<file path="src/rtl/apb_gpio_irq_if.sv">
// APB3 slave-side bus bundle for the GPIO block: request signals from the
// master, zero-wait-state response from the slave.
interface apb_gpio_irq_if;
  logic        apbi_psel;
  logic        apbi_penable;
  logic [31:0] apbi_paddr;
  logic        apbi_pwrite;
  logic [31:0] apbi_pwdata;
  logic [31:0] apbo_prdata;
  logic        apbo_pready;

  modport master (
    output apbi_psel, apbi_penable, apbi_paddr, apbi_pwrite, apbi_pwdata,
    input  apbo_prdata, apbo_pready
  );

  modport slave (
    input  apbi_psel, apbi_penable, apbi_paddr, apbi_pwrite, apbi_pwdata,
    output apbo_prdata, apbo_pready
  );
endinterface

</file>
<file path="src/rtl/apb_gpio_irq.sv">
// APB GPIO with input synchroniser, set/clear/toggle output helpers and
// per-pin edge (latched, W1C) or level (unlatched) interrupts.
module apb_gpio_irq #(
  parameter int               NBITS       = 8,
  parameter int               SYNC_STAGES = 2,
  parameter logic [NBITS-1:0] RESET_DIR   = '0
) (
  input  logic             clk,
  input  logic             rst,
  apb_gpio_irq_if.slave    apb,
  output logic             apbo_irq,
  input  logic [NBITS-1:0] gpioi_din,
  output logic [NBITS-1:0] gpioo_dout,
  output logic [NBITS-1:0] gpioo_oen
);

  localparam logic [3:0] A_DATA   = 4'd0;
  localparam logic [3:0] A_OUT    = 4'd1;
  localparam logic [3:0] A_DIR    = 4'd2;
  localparam logic [3:0] A_IMASK  = 4'd3;
  localparam logic [3:0] A_IPOL   = 4'd4;
  localparam logic [3:0] A_IEDGE  = 4'd5;
  localparam logic [3:0] A_IFLAG  = 4'd6;
  localparam logic [3:0] A_OUTSET = 4'd7;
  localparam logic [3:0] A_OUTCLR = 4'd8;
  localparam logic [3:0] A_OUTTGL = 4'd9;

  logic [NBITS-1:0] r_sync [SYNC_STAGES];
  logic [NBITS-1:0] r_out, r_dir, r_imask, r_ipol, r_iedge, r_iflag, r_prev;
  logic             r_irq;

  logic [3:0]       w_idx;
  logic             w_wr;
  logic [NBITS-1:0] w_wdata, w_data, w_rise, w_fall, w_set, w_clr, w_lvl;
  logic [NBITS-1:0] w_rd;
  logic             w_irq_next;
  logic             w_unused_bits;

  assign w_idx   = apb.apbi_paddr[5:2];
  assign w_wr    = apb.apbi_psel & apb.apbi_penable & apb.apbi_pwrite;
  assign w_wdata = apb.apbi_pwdata[NBITS-1:0];
  assign w_unused_bits = ^{apb.apbi_paddr[31:6], apb.apbi_paddr[1:0], apb.apbi_pwdata};

  // Pad synchroniser; stage 0 samples the asynchronous pins.
  generate
    for (genvar gi = 0; gi < SYNC_STAGES; gi++) begin : g_sync
      if (gi == 0) begin : g_first
        always_ff @(posedge clk) begin
          if (rst) r_sync[gi] <= '0;
          else     r_sync[gi] <= gpioi_din;
        end
      end else begin : g_next
        always_ff @(posedge clk) begin
          if (rst) r_sync[gi] <= '0;
          else     r_sync[gi] <= r_sync[gi-1];
        end
      end
    end
  endgenerate

  assign w_data = r_sync[SYNC_STAGES-1];
  assign w_rise = w_data & ~r_prev;
  assign w_fall = ~w_data & r_prev;
  assign w_set  = r_iedge & ((r_ipol & w_rise) | (~r_ipol & w_fall));
  assign w_clr  = (w_wr && w_idx == A_IFLAG) ? w_wdata : '0;
  assign w_lvl  = r_imask & ~r_iedge & ~(w_data ^ r_ipol);
  assign w_irq_next = (|(r_iflag & r_imask & r_iedge)) | (|w_lvl);

  always_ff @(posedge clk) begin
    if (rst) begin
      r_out   <= '0;
      r_dir   <= RESET_DIR;
      r_imask <= '0;
      r_ipol  <= '0;
      r_iedge <= '0;
      r_iflag <= '0;
      r_prev  <= '0;
      r_irq   <= 1'b0;
    end else begin
      r_prev  <= w_data;
      // A set event on the same bit outranks a simultaneous W1C.
      r_iflag <= (r_iflag & ~w_clr) | w_set;
      r_irq   <= w_irq_next;
      if (w_wr) begin
        case (w_idx)
          A_OUT:    r_out   <= w_wdata;
          A_DIR:    r_dir   <= w_wdata;
          A_IMASK:  r_imask <= w_wdata;
          A_IPOL:   r_ipol  <= w_wdata;
          A_IEDGE:  r_iedge <= w_wdata;
          A_OUTSET: r_out   <= r_out | w_wdata;
          A_OUTCLR: r_out   <= r_out & ~w_wdata;
          A_OUTTGL: r_out   <= r_out ^ w_wdata;
          default:  ;
        endcase
      end
    end
  end

  always_comb begin
    w_rd = '0;
    case (w_idx)
      A_DATA:  w_rd = w_data;
      A_OUT:   w_rd = r_out;
      A_DIR:   w_rd = r_dir;
      A_IMASK: w_rd = r_imask;
      A_IPOL:  w_rd = r_ipol;
      A_IEDGE: w_rd = r_iedge;
      A_IFLAG: w_rd = r_iflag;
      default: w_rd = '0;
    endcase
  end

  assign apb.apbo_prdata = (apb.apbi_psel & ~apb.apbi_pwrite) ? 32'(w_rd) : 32'd0;
  assign apb.apbo_pready = 1'b1;
  assign apbo_irq   = r_irq;
  assign gpioo_dout = r_out;
  assign gpioo_oen  = r_dir;

endmodule

</file>
<file path="src/flat_wrapper.sv">
// flat-port wrapper written by rule: the top's interface ports become plain ports
module apb_gpio_irq_flat 
#(
  parameter int               NBITS       = 8,
  parameter int               SYNC_STAGES = 2,
  parameter logic [NBITS-1:0] RESET_DIR   = '0
)
  (clk, rst, apbo_irq, gpioi_din, gpioo_dout, gpioo_oen, apb_apbi_psel, apb_apbi_penable, apb_apbi_paddr, apb_apbi_pwrite, apb_apbi_pwdata, apb_apbo_prdata, apb_apbo_pready);
  apb_gpio_irq_if apb_i ();
  input  logic clk;
  input  logic rst;
  output logic apbo_irq;
  input  logic [NBITS-1:0] gpioi_din;
  output logic [NBITS-1:0] gpioo_dout;
  output logic [NBITS-1:0] gpioo_oen;
  input wire logic [$bits(apb_i.apbi_psel)-1:0] apb_apbi_psel;
  input wire logic [$bits(apb_i.apbi_penable)-1:0] apb_apbi_penable;
  input wire logic [$bits(apb_i.apbi_paddr)-1:0] apb_apbi_paddr;
  input wire logic [$bits(apb_i.apbi_pwrite)-1:0] apb_apbi_pwrite;
  input wire logic [$bits(apb_i.apbi_pwdata)-1:0] apb_apbi_pwdata;
  output wire logic [$bits(apb_i.apbo_prdata)-1:0] apb_apbo_prdata;
  output wire logic [$bits(apb_i.apbo_pready)-1:0] apb_apbo_pready;
  assign apb_i.apbi_psel = apb_apbi_psel;
  assign apb_i.apbi_penable = apb_apbi_penable;
  assign apb_i.apbi_paddr = apb_apbi_paddr;
  assign apb_i.apbi_pwrite = apb_apbi_pwrite;
  assign apb_i.apbi_pwdata = apb_apbi_pwdata;
  assign apb_apbo_prdata = apb_i.apbo_prdata;
  assign apb_apbo_pready = apb_i.apbo_pready;
  apb_gpio_irq #(.NBITS(NBITS), .SYNC_STAGES(SYNC_STAGES), .RESET_DIR(RESET_DIR)) u_core (.clk(clk), .rst(rst), .apb(apb_i), .apbo_irq(apbo_irq), .gpioi_din(gpioi_din), .gpioo_dout(gpioo_dout), .gpioo_oen(gpioo_oen));
endmodule
</file>
<file path="config.mk">
export PLATFORM = sky130hd
export DESIGN_NAME = apb_gpio_irq_flat
export DESIGN_NICKNAME = d
export VERILOG_FILES = /design/src/rtl/apb_gpio_irq_if.sv /design/src/rtl/apb_gpio_irq.sv /design/src/flat_wrapper.sv
export SDC_FILE = /design/constraint.sdc
export NUM_CORES = 1
export LEC_CHECK = 0
export CAP_MARGIN = 20
export CORE_UTILIZATION = 43
export DETAILED_ROUTE_END_ITERATION = 10
export PLACE_DENSITY_LB_ADDON = 0.25
export SYNTH_ARGS = -nofsm -noshare
export SYNTH_HDL_FRONTEND = slang
export SYNTH_SLANG_ARGS = --single-unit
</file>
<file path="constraint.sdc">
create_clock -name clk -period 1.2 [get_ports clk]
set_input_delay 0.12 -clock clk [delete_from_list [all_inputs] [get_ports clk]]
set_output_delay 0.12 -clock clk [all_outputs]
set_load 0.05 [all_outputs]
</file>
==> impl_metrics.csv <==
group,metric,value,unit
clock_network,clock-sinks,73,
routing,via_per_inst,5.59,
grt,grt_max_degree,66,
timing,whs,0.168,ns
placed_design,port_buffers,49,
clock_network,h-tree-depth,3,
worst_hold_path,hp-class,"input pin to flop",
layout,final_nets,717,
routing,drc_errors,0,
logic_synthesis,yosys_most_used_dff,"dfxtp_1",
routing,wl,13700,um
logic_synthesis,synth-compound-area-share,15.3,%
timing,fmax,558,MHz
floorplan,core,9240,um2
routing,vias,4236,
grt,grt_pass1_vias,4092,
timing,fin_crit_sh,149,%
status,status,"finished, violations left",
logic_synthesis,synthAdderAreaFrac,4.88,%
worst_setup_path,worstSetupPathType,"flop to output port",
logic_synthesis,synth_area_leader_cell,"dfxtp_1",
clock_network,insertion_delay,0.35,ns
timing,clock_skew,0.0121,ns
logic_synthesis,synth_seq_cells,73,
floorplan,die_w,99.7,um
floorplan,ios,127,
worst_setup_path,endpoint_kind,"output port",
routing,ant_nets,0,
logic_synthesis,syn_inst,477,
layout,mostFrequentLayoutCell,"buf_4",
timing,report.final.slew_viol_count,0,
placed_design,hpwl,9010,um
grt,grt_overflow_total,0,
logic_synthesis,synth_cell_types,51,
logic_synthesis,async_flop_share,0,%
timing,fin_ws,-0.592,ns
logic_synthesis,yosysWarnings,0,
layout,area.growth.synth_to_final,57.7,%
logic_synthesis,synth.avg_cell_area,8.60,um2
worst_setup_path,cp.required,1.08,ns
power_and_ir_drop,peakVddDrop,0.581,mV
logic_synthesis,synth_mux_area_share,8.99,%
flow_run,cap_violations,0,
grt,grt_pass1_wl,20800,um
logic_synthesis,synthSimpleGateAreaFrac,23.0,%
timing,setup_viol,16,
worst_setup_path,worst-path-max-fanout,2,
floorplan,die_y,99.7,um
logic_synthesis,yosys-top-cells-area,"dfxtp_1, mux2i_1, buf_4",
power_and_ir_drop,total_power,5.41,mW
layout,final_cell_mix,"buf_4, dfxtp_1, nor2_1",
power_and_ir_drop,powerDensity,836,nW/um2
routing,drtPass1Iterations,5,
clock_network,postCtsHoldBufs,0,
clock_network,max-clock-path-buffers,2,
layout,layout-drive-gt1-share,44.2,%
routing,drt_iter0_markers,407,
timing,period_needed,1.79,ns
floorplan,die_area,9940,um2
status,failed_checks,"setup timing",
logic_synthesis,yosysSeqAreaShare,35.6,%
worst_setup_path,arrival,1.67,ns
grt,track_usage,27.1,%
clock_network,root_buffer,"clkbuf_8",
grt,antenna_found_initial,0,
timing,hold_viol_final,0,
logic_synthesis,synth_xor_area_share,1.71,%
logic_synthesis,synth_edf_count,0,
routing,wire_per_inst,18.1,um
power_and_ir_drop,leakagePower,2.67,nW
timing,rsz0062_at_grt,"yes",
clock_network,clk_pin_slew,0.09,ns
worst_setup_path,startpoint_type,"flop",
logic_synthesis,synth_top_area_share,35.6,%
floorplan,fp-row-count,35,
layout,antenna_cells,0,
clock_network,cts_tree,"done",
logic_synthesis,synth_top_family_by_area,"simple AND/OR/NAND/NOR gates",
floorplan,initial_core_util,44.4,%
clock_network,cts_buffers,9,
placed_design,place_area,5770,um2
layout,post-route-cell-area,6470,um2
placed_design,place.gp.congestion,0.881,
logic_synthesis,netlist_area,4100,um2
[cell families after synthesis]
| group | Yosys count |
|---|---|
| XOR/XNOR | 8 |
| adder cells (fa/ha/maj) | 16 |
| AND/OR/NAND/NOR | 176 |
| flip-flops | 73 |
| AO/OA/AOI/OAI | 97 |
| other | 2 |
| buffers and inverters | 72 |
| multiplexers | 33 |
[critical path, cell delays in order (launching register included)]
cell and delay [ns]:
dfxtp_1 0.34, mux4_2 0.51, a221oi_4 0.28, nor2_4 0.05, buf_6 0.15
[path summary, 6_finish.rpt]
| path | to | depth (start not counted) | slack, ns | from |
|---|---|---|---|---|
| setup / recovery | apb_apbo_prdata[4] | 4 | -0.59 | u_core.r_iflag[4] |
| hold / removal | u_core.gpioo_dout[6] | 3 | 0.17 | rst |
| setup reg to reg | u_core.gpioo_dout[5] | 5 | -0.16 | u_core.gpioo_dout[5] |
| hold reg to reg | u_core.r_sync[1][6] | 1 | 0.43 | u_core.r_sync[0][6] |
[cells in the mapped netlist, types with 2 or more instances]
| master | number |
|---|---|
| dfxtp_1 | 73 |
| nor2_1 | 38 |
| a21oi_1 | 36 |
| nand2_1 | 35 |
| nand3_1 | 31 |
| buf_4 | 30 |
| mux2i_1 | 29 |
| nor2b_1 | 29 |
| o21ai_0 | 25 |
| inv_1 | 22 |
| ha_1 | 16 |
| nor3b_1 | 16 |
| buf_2 | 9 |
| xor2_1 | 8 |
| clkbuf_1 | 7 |
| o2bb2ai_1 | 5 |
| a311oi_1 | 4 |
| a32o_1 | 4 |
| buf_6 | 4 |
| nor4_1 | 4 |
| o221ai_1 | 4 |
| o22ai_1 | 4 |
| a221oi_1 | 3 |
| a22o_1 | 3 |
| and3_1 | 3 |
| mux4_2 | 3 |
| nand4_1 | 3 |
| a21o_1 | 2 |
| conb_1 | 2 |
| nand2b_1 | 2 |
| nand3b_1 | 2 |
| nor3_1 | 2 |
[report_power, final]
part | switching [mW] | internal (mW) | leakage [nW]
Clock | 0.977 | 0.880 | 0.0955
Sequential | 0.0348 | 2.43 | 0.614
Combinational | 0.634 | 0.448 | 1.97
Total | 1.65 | 3.76 | 2.67
[cell type report]
type                       instances  area (um2)
clock inverter                     4        27.5
clock buffer                      12         156
inverter                          22        92.6
timing repair buffer             163        1720
tap                              129         161
multi-input combinational        355        2770
sequential                        73        1540
fill                             655        2770
[timing repair]
item,4_1_cts,5_1_grt
gates cloned,1,0
setup buffers,9,8
endpoints found under the setup margin,57,39
pin swaps,22,17
resized for setup,99,47
hold endpoints to repair,0,0
[sequential cells by signal (all words and copies together) (netlist names)]
register           flops
u_core.r_sync         16
u_core.apbo_irq        1
u_core.r_prev          8
u_core.gpioo_dout      8
u_core.r_iedge         8
u_core.gpioo_oen       8
u_core.r_ipol          8
u_core.r_imask         8
u_core.r_iflag         8
[per-stage QoR]
step / cells / util, % / setup TNS, ns / setup slack [ns]
floorplan: 500 / - / -1.42 / -0.243
global placement: 728 / 62.4 / -34.21 / -0.767
detailed placement: 728 / 62.4 / -36.10 / -0.819
CTS: 752 / 68.2 / -3.69 / -0.622
global route: 758 / 70.1 / -4.81 / -0.613
finish: 758 / 70.1 / -4.11 / -0.592
[routing by layer]
layer	GRT usage (%)	share of wire, %
met1	34.8	41
met3	4.36	7.3
met4	9.95	2.7
met2	45.6	49
met5	0	0
No activity file was read; power rests on OpenSTA's default activity.
